$ cat src/rtl/othello_turn_ctrl.sv
// Othello turn controller: repaints the board, accepts moves or passes,
// sequences board detect/write cycles and tracks the side to play.
module othello_turn_ctrl #(
  parameter int DETECT_CYCLES = 8,
  parameter int WRITE_CYCLES  = 8
) (
  input  logic       clock,
  input  logic       resetn,
  input  logic       move_valid,
  input  logic [2:0] move_x,
  input  logic [2:0] move_y,
  input  logic       pass_req,
  input  logic       plot_ready,
  input  logic [7:0] dir,
  input  logic [1:0] q,
  output logic       move_ready,
  output logic       detecten,
  output logic       writeen,
  output logic [2:0] x,
  output logic [2:0] y,
  output logic [1:0] side,
  output logic       move_ok,
  output logic       move_bad,
  output logic       plot_valid,
  output logic [7:0] plot_x,
  output logic [6:0] plot_y,
  output logic [1:0] plot_colour,
  output logic       game_over
);

  typedef enum logic [2:0] {
    S_DRAW, S_IDLE, S_DETECT, S_EVAL, S_WRITE, S_SWITCH
  } state_t;

  localparam int CW = 16;
  localparam logic [CW-1:0] DET_LAST = CW'(DETECT_CYCLES - 1);
  localparam logic [CW-1:0] WR_LAST  = CW'(WRITE_CYCLES - 1);

  state_t          r_state;
  state_t          w_next;
  logic [5:0]      r_idx;
  logic [CW-1:0]   r_cnt;
  logic [1:0]      r_side;
  logic [1:0]      r_pass_cnt;
  logic            r_game_over;
  logic [2:0]      r_lx;
  logic [2:0]      r_ly;
  logic            w_plot_acc;
  logic            w_move_go;
  logic            w_pass_go;
  logic            w_cnt_done;
  logic [2:0]      w_x;
  logic [2:0]      w_y;

  assign w_plot_acc = (r_state == S_DRAW) && plot_ready;
  assign w_move_go  = (r_state == S_IDLE) && move_valid && !r_game_over;
  assign w_pass_go  = (r_state == S_IDLE) && pass_req && !move_valid && !r_game_over;
  assign w_cnt_done = ((r_state == S_DETECT) && (r_cnt == DET_LAST)) ||
                      ((r_state == S_WRITE)  && (r_cnt == WR_LAST));

  always_ff @(posedge clock or negedge resetn) begin
    if (!resetn) r_state <= S_DRAW;
    else         r_state <= w_next;
  end

  always_comb begin
    w_next = r_state;
    case (r_state)
      S_DRAW:   if (w_plot_acc && (r_idx == 6'd63)) w_next = S_IDLE;
      S_IDLE:   if (w_move_go) w_next = S_DETECT;
      S_DETECT: if (w_cnt_done) w_next = S_EVAL;
      S_EVAL:   w_next = (dir != 8'd0) ? S_WRITE : S_IDLE;
      S_WRITE:  if (w_cnt_done) w_next = S_SWITCH;
      S_SWITCH: w_next = S_DRAW;
      default:  w_next = S_DRAW;
    endcase
  end

  // idx wraps 63->0 on the final accept, so every sweep starts from cell 0
  always_ff @(posedge clock or negedge resetn) begin
    if (!resetn) begin
      r_idx       <= '0;
      r_cnt       <= '0;
      r_side      <= 2'd3;
      r_pass_cnt  <= '0;
      r_game_over <= 1'b0;
      r_lx        <= '0;
      r_ly        <= '0;
    end else begin
      if (w_plot_acc) r_idx <= r_idx + 6'd1;
      if ((r_state == S_DETECT) || (r_state == S_WRITE))
        r_cnt <= w_cnt_done ? '0 : r_cnt + CW'(1);
      if (w_move_go) begin
        r_lx <= move_x;
        r_ly <= move_y;
      end
      if (w_pass_go) begin
        r_side[0]  <= ~r_side[0];
        r_pass_cnt <= r_pass_cnt + 2'd1;
        if (r_pass_cnt == 2'd1) r_game_over <= 1'b1;
      end
      if (r_state == S_SWITCH) begin
        r_side[0]  <= ~r_side[0];
        r_pass_cnt <= '0;
      end
    end
  end

  // plot_valid is masked by resetn so nothing is offered while held in reset
  always_comb begin
    move_ready = (r_state == S_IDLE);
    detecten   = (r_state == S_DETECT);
    writeen    = (r_state == S_WRITE);
    plot_valid = (r_state == S_DRAW) && resetn;
    move_ok    = (r_state == S_SWITCH);
    move_bad   = (r_state == S_EVAL) && (dir == 8'd0);
    if (r_state == S_DRAW) begin
      w_x = r_idx[2:0];
      w_y = r_idx[5:3];
    end else begin
      w_x = r_lx;
      w_y = r_ly;
    end
  end

  assign x           = w_x;
  assign y           = w_y;
  assign side        = r_side;
  assign game_over   = r_game_over;
  assign plot_colour = q;
  assign plot_x      = (8'(w_x) * 8'd13) + 8'd9;
  assign plot_y      = (7'(w_y) * 7'd13) + 7'd9;

endmodule

$ cat config.mk
export PLATFORM = sky130hd
export DESIGN_NAME = othello_turn_ctrl
export DESIGN_NICKNAME = d
export VERILOG_FILES = /design/src/rtl/othello_turn_ctrl.sv
export SDC_FILE = /design/constraint.sdc
export NUM_CORES = 1
export LEC_CHECK = 0
export BUFFER_PORTS_ARGS = -buffer_cell sky130_fd_sc_hd__buf_4
export CAP_MARGIN = 20
export CORE_MARGIN = 2
export CORE_UTILIZATION = 54
export CTS_CLUSTER_SIZE = 12
export DETAILED_ROUTE_END_ITERATION = 10
export PLACE_DENSITY = 0.9
export SLEW_MARGIN = 20
export SYNTH_ARGS = -nofsm -noshare
export SYNTH_HDL_FRONTEND = slang
export SYNTH_SLANG_ARGS = --single-unit
export TNS_END_PERCENT = 20
$ cat constraint.sdc
create_clock -name clock -period 4.25 [get_ports clock]
set_input_delay 0.425 -clock clock [delete_from_list [all_inputs] [get_ports clock]]
set_output_delay 0.425 -clock clock [all_outputs]
set_load 0.03 [all_outputs]
==> summary.txt <==
Status
  – Status: completed

Worst setup path
  – CP max stage delay: 0.55 ns
  – Worst Path Required: 3.83 ns
  – Crit start category: register
  – Critical Path AT: 3.60 ns
  – Worst path top cell family by delay: simple AND/OR/NAND/NOR gates
  – Critical path type: register to primary output
  – Critical-path cell list: nor3_4 > mux2i_2 > inv_1 > ha_1 > inv_1 > fa_1 > inv_1 > ha_1 > nor2b_1 > a31oi_1 > o21ai_0 > xor2_1 > buf_4
  – Most Frequent Cell on Critical Path: inv_1
  – CP endpoint kind: primary output
  – WP buf/inv: 4
  – Slowest-stage cell, CP: dfrtp_1
  – CP max FO: 12

GRT
  – Initial antenna violation count: 0
  – GRT Util Overall: 0.2084
  – Global-route wire length before repair: 7251 um
  – Vias in the first global route: 1606
  – Total global routing overflow: 0
  – Largest net degree at the start of global routing: 37

Run
  – MaxCap Viol Count: 0

Floorplan
  – Total core area: 4000 um2
  – Full die area: 4716 um2
  – Die X: 68.67 um
  – DIE HEIGHT: 68.67 um
  – Initial core utilization: 0.5646
  – Number of placement rows: 23
  – Top-level I/O count: 53

Clock network
  – Worst-path clk slew: 0.07 ns
  – CTS root buf: clkbuf_8
  – Post-CTS setup buffers: 0
  – CTS buffer count: 5
  – CTS Buffer Depth: 2
  – # hold bufs at CTS: 0
  – Clk sinks: 35
  – CTS tree: built
  – CTS resizes: 0
  – Clock latency on the worst-skew pair: 0.29 ns
  – H-tree lvl count: 2

Timing
  – Setup WS post-layout: 0.2241 ns
  – Fin crit period: 4.026 ns
  – RSZ-0062 raised after global routing: false
  – Setup TNS: 0 ns
  – Worst-margin pin slew: 0.5590 ns
  – Final hold violation count: 0
  – Clock skew: 0.003613 ns
  – Fin crit share: 0.9473
  – Final setup vio count: 0
  – Rel. slew slack: 0.6273
  – FMAX: 248.4 MHz
  – Max Slew Vio Count: 0

Logic synthesis
  – Yosys reg bits: 35
  – FFs w/ async S/R, synth: 1.000
  – Mapped Area: 2258 um2
  – Number of synthesized flops with an enable pin: 0
  – Syn avg cell area: 10.81 um2
  – Sequential share of the synthesized area: 0.3884
  – Post-synthesis net count: 249
  – Synth Warn #: 1
  – Synth unique cells: 47
  – Gate count of the mapped netlist: 209
  – Synth Flop Type: dfrtp_1

Layout
  – N_diodes: 0
  – Final instance area: 2710 um2
  – Commonest non-fill, non-tap cell in the layout: buf_4
  – Multi-input logic area: 1292 um2
  – Layout area overhead: 20.00%
  – Fillers: 291
  – Final core utilization: 0.6775
  – Most frequent cells in the layout: 47 x buf_4, 34 x dfrtp_1, 17 x ha_1
  – Proportion of layout cells with a drive suffix above 1: 0.3176
  – Final net count: 295
  – Register area: 877.1 um2

Detailed routing
  – WL/cell: 14.62 um
  – # DRC: 0
  – Antenna-violating nets left: 0
  – DR iter-0 viols: 82
  – First-pass detailed-route iteration total: 4
  – DR vias/cell: 5.449
  – DRT Wirelength: 4460 um
  – Vias: 1662

Hold path
  – Worst hold-check path type: primary input to async pin

Place
  – Placement Cell Area: 2623 um2
  – Pre-CTS setup slack: 0.6018 ns
  – IO Port Bufs: 47
  – Routability cong.: 0.7600
  – Hpwl dp: 3405 um
## area by class of cell
cell class,instances,share of cell area
Multi-Input combinational cell,156,0.4769
Sequential cell,35,0.3236
Clock inverter,1,0.001847
Inverter,10,0.01385
Tap cell,50,0.02308
Clock buffer,6,0.03047
Timing Repair Buffer,47,0.1302
## Yosys cell counts (2+ instances only)
| master | instances | area, um2 |
|---|---|---|
| xnor2_1 | 13 | 113.9 |
| buf_2 | 2 | 10.01 |
| ha_1 | 17 | 212.7 |
| nand3b_1 | 3 | 22.52 |
| nor4_4 | 2 | 42.54 |
| fa_1 | 2 | 40.04 |
| mux2i_1 | 3 | 30.03 |
| a31oi_1 | 2 | 12.51 |
| nand4b_1 | 2 | 17.52 |
| buf_4 | 4 | 30.03 |
| nor2_1 | 9 | 33.78 |
| and2_1 | 2 | 12.51 |
| o21ai_0 | 6 | 30.03 |
| nand4_1 | 2 | 12.51 |
| nor2b_1 | 4 | 25.02 |
| nor4_1 | 5 | 31.28 |
| nand2_1 | 11 | 41.29 |
| nand3_1 | 14 | 70.07 |
| mux2_2 | 13 | 146.4 |
| and3_1 | 4 | 25.02 |
| xor2_1 | 15 | 131.4 |
| nand2b_1 | 2 | 12.51 |
| nor3b_1 | 3 | 22.52 |
| inv_1 | 10 | 37.54 |
| dfrtp_1 | 34 | 850.8 |
| a21oi_1 | 4 | 20.02 |
## registers in the layout, summed over array words and instances, names as in the netlist
register    count
r_cnt          16
r_idx           6
r_lx            3
r_ly            3
r_state         3
r_pass_cnt      2
game_over       1
side            1
## per-layer routing
layer  share of wire  up-vias  global-route usage
met5               0        -                   0
met3           0.045        7             0.06331
li1                -      819                   -
met1            0.44      798              0.2528
met2            0.50       38              0.3498
met4           0.014        0             0.07250
## path summary, 6_finish.rpt
check,depth (start not counted),startpoint,slack [ns],to
worst min register to register,1,r_cnt[15],0.47,r_cnt[15]
worst max register to register,4,r_state[0],2.49,side[0]
min in group clock,2,move_x[0],0.37,r_lx[0]
worst min-delay path,1,resetn,0.08,r_cnt[12]
max in group asynchronous,1,resetn,3.83,side[0]
worst max-delay path,13,r_state[2],0.22,plot_y[6]
## through the flow
stage               instances  hold slack [ns]
global route              305           0.1102
CTS                       305          0.08992
global placement          298           0.3969
finish                    305          0.08376
detailed placement        298           0.4020
floorplan                 209           0.1294
## kinds of logic (layout without fill, tap and decap cells)
family                     Yosys count  count (layout)  share of synthesized area
xor gates and xnor gates            29              29                     0.1158
AOI/OAI and AO/OA                   17              17                    0.04709
DFF                                 35              35                     0.3884
other                                1               1                   0.001660
buffers and inverters               18              64                    0.04100
muxes                               16              16                    0.07812
and+or+nand+nor                     74              74                     0.2161
adders and majority gates           19              19                     0.1119
Power is not shown: default switching activity piles up to over one toggle a cycle in this logic, so the estimate is an artifact.
